[src/rtl/flappy_pkg.sv]
// Shared flappy-game types and geometry constants: FSM state encoding,
// default screen/coin sizes and the 10-bit pixel coordinate type.
package flappy_pkg;

  localparam int SCREEN_W    = 640;
  localparam int COIN_WIDTH  = 20;
  localparam int COIN_HEIGHT = 20;

  typedef logic [9:0] coord_t;

  typedef enum logic [2:0] {
    IDLE    = 3'd0,
    SPAWN   = 3'd1,
    MOVE    = 3'd2,
    COLLECT = 3'd3,
    WAIT    = 3'd4
  } state_e;

endpackage

[src/rtl/coin_respawn_timer.sv]
// Counts frame ticks while the coin is hidden; done fires combinationally on
// the tick that completes RESPAWN_TICKS, and clear holds the count at zero.
module coin_respawn_timer #(
  parameter int RESPAWN_TICKS = 60
) (
  input  logic Clk,
  input  logic reset,
  input  logic clear,
  input  logic tick,
  output logic done
);

  localparam int CW = $clog2(RESPAWN_TICKS + 1);

  logic [CW-1:0] cnt_q, cnt_d;

  always_comb begin
    done  = !clear && tick && (cnt_q == CW'(RESPAWN_TICKS - 1));
    cnt_d = cnt_q;
    if (clear || done) cnt_d = '0;
    else if (tick)     cnt_d = cnt_q + 1'b1;
  end

  always_ff @(posedge Clk or negedge reset) begin
    if (!reset) cnt_q <= '0;
    else        cnt_q <= cnt_d;
  end

endmodule

[src/rtl/coin_sched.sv]
// Coin lifecycle scheduler: spawn at the right edge, scroll left per tick, collect or miss, respawn.
// Optional COIN_SCHED_SPEEDUP_EN raises scroll speed with the number of coins collected.
module coin_sched #(
  parameter int SCREEN_W      = flappy_pkg::SCREEN_W,
  parameter int COIN_WIDTH    = flappy_pkg::COIN_WIDTH,
  parameter int SPEED         = 2,
  parameter int RESPAWN_TICKS = 60,
  parameter int Y_MIN         = 40,
  parameter int Y_MAX         = 400
) (
  input  logic       Clk,
  input  logic       reset,
  input  logic       Start,
  input  logic       Ack,
  input  logic       tick,
  input  logic       hit,
  input  logic [9:0] Rand,
  output logic [9:0] X_Coin_L,
  output logic [9:0] X_Coin_R,
  output logic [9:0] Y_Coin,
  output logic       coin_visible,
  output logic       score_inc,
  output logic [7:0] coin_count,
  output logic [2:0] state
);
  import flappy_pkg::*;

  state_e     state_q, state_d;
  coord_t     x_q, x_d, y_q, y_d;
  logic [7:0] count_q, count_d;
  logic       score_inc_q, visible_q;
  logic       tmr_done;
  coord_t     eff_speed;
  logic       rand_unused;

  assign rand_unused = Rand[9];

  function automatic coord_t clamp_y(input logic [8:0] r);
    coord_t y;
    if (int'(r) < Y_MIN)      y = coord_t'(Y_MIN);
    else if (int'(r) > Y_MAX) y = coord_t'(Y_MAX);
    else                      y = coord_t'(r);
    return y;
  endfunction

`ifdef COIN_SCHED_SPEEDUP_EN
  logic [4:0] speed_grp;
  assign speed_grp = count_q[7:3];
  assign eff_speed = coord_t'(SPEED) + ((speed_grp > 5'd2) ? coord_t'(2) : coord_t'(speed_grp));
`else
  assign eff_speed = coord_t'(SPEED);
`endif

  coin_respawn_timer #(.RESPAWN_TICKS(RESPAWN_TICKS)) u_timer (
    .Clk   (Clk),
    .reset (reset),
    .clear (state_q != WAIT),
    .tick  (tick && (state_q == WAIT)),
    .done  (tmr_done)
  );

  always_comb begin
    state_d = state_q;
    x_d     = x_q;
    y_d     = y_q;
    count_d = count_q;
    case (state_q)
      IDLE: if (Start) begin
        count_d = '0;
        state_d = SPAWN;
      end
      SPAWN: begin
        x_d     = coord_t'(SCREEN_W);
        y_d     = clamp_y(Rand[8:0]);
        state_d = MOVE;
      end
      // A hit on the same cycle as a tick freezes the coin where it was touched.
      MOVE: begin
        if (hit)                   state_d = COLLECT;
        else if (tick) begin
          if (x_q < eff_speed)     state_d = WAIT;
          else                     x_d     = x_q - eff_speed;
        end
      end
      COLLECT: state_d = WAIT;
      WAIT:    if (tmr_done) state_d = SPAWN;
      default: state_d = IDLE;
    endcase
    if (Ack && (state_q != IDLE)) state_d = IDLE;
    // Only MOVE can lead to COLLECT, so this fires once per coin even with hit held.
    if (state_d == COLLECT && count_q != 8'hFF) count_d = count_q + 8'd1;
  end

  always_ff @(posedge Clk or negedge reset) begin
    if (!reset) begin
      state_q     <= IDLE;
      x_q         <= coord_t'(SCREEN_W);
      y_q         <= coord_t'(Y_MIN);
      count_q     <= '0;
      score_inc_q <= 1'b0;
      visible_q   <= 1'b0;
    end else begin
      state_q     <= state_d;
      x_q         <= x_d;
      y_q         <= y_d;
      count_q     <= count_d;
      score_inc_q <= (state_d == COLLECT);
      visible_q   <= (state_d == MOVE);
    end
  end

  assign X_Coin_L     = x_q;
  assign X_Coin_R     = x_q + coord_t'(COIN_WIDTH);
  assign Y_Coin       = y_q;
  assign coin_visible = visible_q;
  assign score_inc    = score_inc_q;
  assign coin_count   = count_q;
  assign state        = state_q;

endmodule

[config.mk]
export PLATFORM = sky130hd
export DESIGN_NAME = coin_sched
export DESIGN_NICKNAME = d
export VERILOG_FILES = /design/src/rtl/flappy_pkg.sv /design/src/rtl/coin_respawn_timer.sv /design/src/rtl/coin_sched.sv
export SDC_FILE = /design/constraint.sdc
export NUM_CORES = 1
export LEC_CHECK = 0
export BUFFER_PORTS_ARGS = -buffer_cell sky130_fd_sc_hd__buf_2
export CAP_MARGIN = 30
export CELL_PAD_IN_SITES_DETAIL_PLACEMENT = 0
export CELL_PAD_IN_SITES_GLOBAL_PLACEMENT = 1
export CORE_MARGIN = 3
export CORE_UTILIZATION = 42
export DETAILED_ROUTE_END_ITERATION = 8
export GPL_TIMING_DRIVEN = 0
export PLACE_DENSITY_LB_ADDON = 0.25
export SYNTH_ARGS = -nofsm -noshare
export SYNTH_HDL_FRONTEND = slang
export SYNTH_HIERARCHICAL = 1
export SYNTH_SLANG_ARGS = --single-unit
[constraint.sdc]
create_clock -name Clk -period 3.3 [get_ports Clk]
set_clock_uncertainty 0.05 [all_clocks]
set_input_delay 0.66 -clock Clk [delete_from_list [all_inputs] [get_ports Clk]]
set_output_delay 0.66 -clock Clk [all_outputs]
set_load 0.02 [all_outputs]
==> results of run 1 <==
## metal layers
| metal | vias up | wire length, um | part of all wire |
|---|---|---|---|
| li1 | 992 | - | - |
| met1 | 901 | 2370 | 0.47 |
| met2 | 53 | 2280 | 0.45 |
| met3 | 5 | 321 | 0.064 |
| met4 | 0 | 47 | 0.0094 |
| met5 | - | 0 | 0 |
## registers in the layout (all words and copies together), names as in the netlist
signal / count
X_Coin_L: 9
coin_visible: 1
coin_count: 8
state: 3
u_timer/cnt_q: 6
score_inc: 1
Y_Coin: 9
## power groups by stage
stage          Clock, uW  Combinational, uW  Sequential, uW
5_1_grt              494               1220             730
4_1_cts              480               1100             708
3_3_place_gp           0               1080             710
2_1_floorplan          0                632             837
6_report             467               1090             708
3_5_place_dp           0               1090             715
## per-stage QoR
step / worst slack, ns / power (uW)
2_1_floorplan: 1.07 / 1470
3_3_place_gp: 0.928 / 1790
3_5_place_dp: 0.900 / 1810
4_1_cts: 0.771 / 2290
5_1_grt: 0.627 / 2440
6_report: 0.792 / 2260
## synthesized netlist by cell type, types with 4 or more instances
library cell | n | area share
o21ai_0 | 16 | 0.036
nand3_1 | 10 | 0.023
buf_4 | 4 | 0.014
nor2_1 | 11 | 0.019
dfstp_2 | 4 | 0.048
a211oi_1 | 4 | 0.014
and3_1 | 4 | 0.011
nand2_1 | 28 | 0.048
nor3_1 | 4 | 0.0091
clkbuf_1 | 4 | 0.0068
dfrtp_1 | 33 | 0.37
a21oi_1 | 13 | 0.029
nand2b_1 | 9 | 0.025
inv_1 | 9 | 0.015
xnor2_1 | 6 | 0.024
or4_1 | 4 | 0.014
ha_1 | 6 | 0.034
and2_1 | 4 | 0.011
or3_1 | 8 | 0.023
## final cells by class
type,count,area share
Buffer,13,0.0305
Clock buffer,5,0.0254
Clock inverter,3,0.0240
Inverter,9,0.0125
Multi-Input combinational cell,182,0.433
Sequential cell,37,0.344
Tap cell,67,0.0310
Timing Repair Buffer,54,0.0998
## worst reg2reg max path, cell delays in order (launching register included)
cell	delay [ns]
dfrtp_1	0.40
clkbuf_1	0.21
nor2_1	0.29
and3_1	0.22
buf_6	0.13
nand3b_1	0.13
nor3_1	0.27
nand2_1	0.09
nor2_1	0.10
nor3_1	0.05
a211oi_1	0.22
## final timing paths
kind                       cells after the start  slack [ns]                      end
setup / recovery                               6        0.79              X_Coin_R[9]
hold / removal                                 1        0.41  X_Coin_L[3]$_DFFE_PN0P_
setup reg to reg                              10        1.04       state[0]$_DFF_PN0_
hold reg to reg                                2        0.42    Y_Coin[6]$_DFFE_PN0P_
max in group asynchronous                      1        2.27    Y_Coin[1]$_DFFE_PN0P_
min in group Clk                               2        0.42    Y_Coin[6]$_DFFE_PN0P_
## kinds of logic after synthesis
kind of cell               share of synthesized area
AOI/OAI and AO/OA                              0.198
muxes                                         0.0136
buffers and inverters                         0.0526
xor gates and xnor gates                      0.0356
and+or+nand+nor                                0.244
DFF                                            0.421
adders and majority gates                     0.0339
other                                        0.00170
==> impl_metrics.csv, run 1 <==
group,metric,value,unit
setup_path,cp-startpoint,"X_Coin_L[4]$_DFFE_PN0P_",
clocking,clock_sinks,37,
setup_path,slowest_delay,0.36,ns
drt,routedWlPerCell,13.6,um
floorplanning,fp-row-count,25,
setup_path,critical_path_class,"flop to output pin",
final_layout,final_nets,324,
drt,wl,5.03,mm
global_route,grt_pass1_wl,8.65,mm
final_layout,multi_input_area,0.00117,sq mm
power,pwr-share-clk,0.207,
timing,worst_slew_pin_slew,0.814,ns
place,dp_cells,362,
final_layout,final_cell_mix,"57 x buf_2, 33 x dfrtp_1, 28 x nand2_1",
synth,syn_area_per_cell,9.26,sq um
clocking,cts-resized-gates,0,
synth,syn-cell-area,0.00221,sq mm
timing,setup_tns,0,ns
synth,ys_seq_area_frac,0.421,
clocking,postCtsSetupBuffers,0,
final_layout,antenna_cells,0,
drt,viasPerCell,5.27,
timing,hold_ws,0.408,ns
global_route,grt_pass1_vias,1772,
final_layout,area_growth,22.4,%
global_route,gr-usage-met3,0.0401,
setup_path,path_max_fanout,10,
global_route,grt_usage,0.172,
timing,max_freq,399,MHz
drt,ant_nets,0,
power,switchingPower,978,uW
setup_path,path_delay_family,"buffers and inverters",
place,hpwlAfterDp,3.69,mm
clocking,clock_latency,0.29,ns
power,p_int,1280,uW
global_route,grt-busiest-layer,"met2",
global_route,overflow,0,
clocking,clock_path_buffers,2,
clocking,cts_tree,"built",
hold_path,min_path_type,"input pin to asynchronous set/reset pin",
synth,synth_edf_count,0,
timing,hold_violations,0,
final_layout,mostFrequentLayoutCell,"buf_2",
power,p_leak,0.00125,uW
final_layout,drive_above_1_share,0.274,
setup_path,cp.arrival,1.80,ns
timing,slew_headroom,0.457,
drt,num_vias,1951,
timing,final.period_utilization,0.760,
run_status,status,"finished, final reports clean",
setup_path,cp.required,2.59,ns
synth,netlist_instances,239,
drt,first_iter_violations,77,
setup_path,crit_slowest_cell,"dfrtp_1",
power,p_sw_frac,0.432,
place,dpl_cell_area,0.00257,sq mm
synth,ys.warnings.count,6,
timing,period_needed,2.51,ns
floorplanning,initial_core_util,0.450,
global_route,grt_max_degree,38,
final_layout,nFillCells,471,
clocking,htreeDepth,2,
drt,dr.pass1.iters,4,
synth,ys_seq_elements,37,
clocking,cts-root-buf,"clkbuf_8",
power,power.density,836,mW/mm^2
setup_path,crit_chain,"clkbuf_1 -> a21oi_1 -> nor2_1 -> and3_1 -> xor2_1 -> buf_2",
power,vdd_drop_max,0.432,mV
final_layout,instances_no_fill,370,
floorplanning,boundaryPins,59,
synth,synthArstFlopShare,1.00,
clocking,cts_buffers,5,
setup_path,crit_buf_inv,2,
floorplanning,die_area,0.00617,sq mm
drt,drc,0,
place,numPortBuffers,54,
synth,yosys_most_used_dff,"dfrtp_1",
final_layout,finalInstanceArea,0.00271,sq mm
flow_run,drv_cap,0,
setup_path,timing.rr.start,"state[1]$_DFF_PN0_",
final_layout,finish.utilization,0.551,
global_route,globalRouteMet2Util,0.256,
place,place.gp.congestion,0.765,
setup_path,critPathLaunchType,"flop",
timing,rsz0062_at_grt,"false",
power,power_frac_comb,0.481,
global_route,antenna_found_initial,0,
timing,slew_violations,0,
global_route,grtUsageMet1,0.250,
timing,setup_viol,0,
clocking,cts_hold_buf,0,
floorplanning,coreArea,0.00491,sq mm
floorplanning,die_h,78.6,um
clocking,clk_pin_slew,0.08,ns
final_layout,regArea,931,sq um
floorplanning,die_w,78.6,um
power,p_seq_frac,0.313,
setup_path,end_kind,"output pin",
synth,synth_cell_types,53,
No activity file was read; power rests on OpenSTA's default activity.
==> run 2: changes to the inputs <==
--- a/config.mk
+++ b/config.mk
@@ -5,12 +5,13 @@
 export SDC_FILE = /design/constraint.sdc
 export NUM_CORES = 1
 export LEC_CHECK = 0
+export ABC_AREA = 1
 export BUFFER_PORTS_ARGS = -buffer_cell sky130_fd_sc_hd__buf_2
 export CAP_MARGIN = 30
 export CELL_PAD_IN_SITES_DETAIL_PLACEMENT = 0
 export CELL_PAD_IN_SITES_GLOBAL_PLACEMENT = 1
 export CORE_MARGIN = 3
-export CORE_UTILIZATION = 42
+export CORE_UTILIZATION = 35
 export DETAILED_ROUTE_END_ITERATION = 8
 export GPL_TIMING_DRIVEN = 0
 export PLACE_DENSITY_LB_ADDON = 0.25
==> constraint.sdc (replaced) <==
create_clock -name Clk -period 2 [get_ports Clk]
set_clock_uncertainty 0.05 [all_clocks]
set_input_delay 0.4 -clock Clk [delete_from_list [all_inputs] [get_ports Clk]]
set_output_delay 0.4 -clock Clk [all_outputs]
set_load 0.02 [all_outputs]
==> impl_metrics.csv, run 2 <==
group,metric,value,unit
run_status,status,"complete, but fails checks",
run_status,violations,"negative setup slack",
timing,final.period_utilization,1.00,
synth,syn-cell-area,0.00224,sq mm
floorplanning,die_h,86.0,um
floorplanning,coreArea,0.00606,sq mm
setup_path,crit_slowest_cell,"dfrtp_2",
drt,wl,5.15,mm
synth,ys_seq_elements,37,
place,place.gp.congestion,0.773,
drt,routedWlPerCell,11.9,um
global_route,grt_usage,0.145,
final_layout,nFillCells,589,
final_layout,regArea,941,sq um
clocking,cts_tree,"built",
place,numPortBuffers,54,
synth,netlist_instances,273,
final_layout,drive_above_1_share,0.433,
drt,dr.pass1.iters,4,
final_layout,final_nets,377,
floorplanning,die_w,86.0,um
hold_path,min_path_type,"input pin to asynchronous set/reset pin",
drt,num_vias,1976,
setup_path,timing.rr.start,"X_Coin_L[3]$_DFFE_PN0P_",
drt,wl_met1,2.46,mm
setup_path,critPathLaunchType,"flop",
floorplanning,initial_core_util,0.369,
timing,worst_slew_pin_slew,0.842,ns
drt,drc,0,
final_layout,antenna_cells,0,
clocking,clk_pin_slew,0.07,ns
place,hpwlAfterDp,3.61,mm
flow_run,drv_cap,0,
synth,synth_cell_types,34,
clocking,htreeDepth,2,
final_layout,mostFrequentLayoutCell,"nand2_1",
synth,syn_area_per_cell,8.19,sq um
final_layout,instances_no_fill,431,
setup_path,cp.required,1.55,ns
place,pre_cts_ws,-0.162,ns
power,vdd_drop_max,0.750,mV
global_route,grt_pass1_vias,1892,
synth,netlist.top_cell.by_area,"dfrtp_1",
setup_path,crit_chain,"ha_4 -> or2_4 -> nand2_4 -> nor3_2 -> xor2_1 -> buf_4",
global_route,antenna_found_initial,0,
timing,hold_violations,0,
setup_path,r2r-end,"score_inc$_DFF_PN0_",
timing,period_needed,2.01,ns
global_route,overflow,0,
setup_path,r2r_cells,11,
setup_path,path_max_fanout,3,
drt,met3_length,240,um
floorplanning,die_area,0.00739,sq mm
timing,max_freq,499,MHz
setup_path,critical_path_class,"flop to output pin",
synth,synth_edf_count,0,
synth,yosysMostFrequentCell,"nand2_1",
global_route,grt_max_degree,38,
power,power.density,1350,mW/mm^2
power,p_leak,0.00153,uW
floorplanning,boundaryPins,59,
setup_path,rrSetupSlack,0.12,ns
timing,slew_violations,0,
synth,synthArstFlopShare,1.00,
timing,slew_headroom,0.439,
drt,top_layer,"met4",
synth,ys_seq_area_frac,0.416,
clocking,clock_latency,0.29,ns
setup_path,slowest_delay,0.45,ns
drt,viasPerCell,4.58,
place,dp_cells,404,
timing,rsz0062_at_grt,"true",
setup_path,end_kind,"output pin",
final_layout,multi_input_area,0.00128,sq mm
drt,first_iter_violations,67,
floorplanning,fp-row-count,28,
setup_path,cp-startpoint,"X_Coin_L[3]$_DFFE_PN0P_",
final_layout,finish.utilization,0.494,
synth,yosys_most_used_dff,"dfrtp_1",
synth,synth_top_area_share,0.369,
setup_path,cp.arrival,1.56,ns
drt,dr_wl_met2,2.38,mm
clocking,cts-root-buf,"clkbuf_8",
timing,setup_viol,1,
global_route,grt_pass1_wl,8.62,mm
clocking,cts_hold_buf,0,
synth,synthTopCellsByArea,"dfrtp_1 37%, nand2_1 11%, nand3_1 6.9%",
clocking,clock_sinks,37,
timing,worst_slack,-0.00519,ns
synth,synth_commonest_cells,"63 x nand2_1, 33 x dfrtp_1, 31 x nand3_1, 26 x inv_1, 26 x nor2_1",
synth,ys.warnings.count,6,
clocking,clock_path_buffers,2,
clocking,cts_buffers,5,
final_layout,final_cell_mix,"57 x nand2_1, 51 x buf_2, 25 x dfrtp_1, 25 x nor2_1, 24 x buf_4",
drt,ant_nets,0,
final_layout,area_growth,33.9,%
-- run 2: cell count changes after synthesis, moves of 6 or more --
cell      delta
or3_1        -8
nand2_1     +35
xor2_1      +10
nand2b_1     -9
nor2_1      +15
inv_1       +17
nand2_2      +6
o21ai_0      -6
a21oi_1      -9
nand3_1     +21
-- run 2: cell families (layout without fill, tap and decap cells) --
logic type / count (synthesis) / in the layout / synth area share
multiplexers: 1 / 1 / 0.00447
XOR/XNOR: 16 / 16 / 0.0626
flip-flops: 37 / 37 / 0.416
adder cells (fa/ha/maj): 6 / 6 / 0.0336
other: 1 / 3 / 0.00168
buffers and inverters: 36 / 117 / 0.0749
AO/OA/AOI/OAI: 24 / 24 / 0.0682
AND/OR/NAND/NOR: 152 / 152 / 0.338
-- run 2: how the worst max path moves through the flow --
| stage | endpoint | slack [ns] |
|---|---|---|
| after global placement | coin_count[3]$_DFFE_PN0P_ | -0.14 |
| after global routing | coin_count[5]$_DFFE_PN0P_ | -0.08 |
| after detailed placement | coin_count[2]$_DFFE_PN0P_ | -0.16 |
| after CTS | X_Coin_R[8] | -0.01 |
| final | X_Coin_R[8] | -0.005 |
| after floorplan | coin_count[0]$_DFFE_PN0P_ | 0.006 |
-- run 2: routing by layer --
metal  global-route usage  up-vias
met3               0.0394        5
met1                0.187      900
met4               0.0432        0
met2                0.238       40
li1                     -     1031
met5                    0        -
-- run 2: area by class of cell --
class	instances	share of cell area
Clock buffer	6	0.0242
Multi-Input combinational cell	202	0.427
Tap cell	75	0.0313
Buffer	6	0.0175
Clock inverter	2	0.00334
Sequential cell	37	0.314
Inverter	30	0.0397
Timing Repair Buffer	73	0.143
-- run 2: what timing repair did --
action / in CTS / in global routing
setup endpoints to repair: 12 / 14
setup buffers: 8 / 11
resized for setup: 9 / 32
pin swaps: 2 / 19
-- run 2: stage by stage --
stage	power [uW]	cell area, sq um	TNS, ns	hold WS [ns]
after floorplan	2640	2270	0	0.0544
after global placement	3190	2640	-0.997	0.403
after detailed placement	3200	2640	-1.24	0.407
after CTS	3860	2800	-0.0109	0.189
after global routing	4380	3000	-0.535	0.222
final	4060	3000	-0.00519	0.164
-- run 2: worst max-delay path: cells and delay by family (launching register included) --
family	cells	cell delay, ns
xor gates and xnor gates	1	0.14
adders and majority gates	1	0.17
buffers and inverters	1	0.16
DFF	1	0.45
and+or+nand+nor	3	0.35
-- run 2: where the power goes --
| part | switching [uW] | internal [uW] |
|---|---|---|
| registers | 222 | 1000 |
| clock network | 268 | 242 |
| logic | 1420 | 900 |
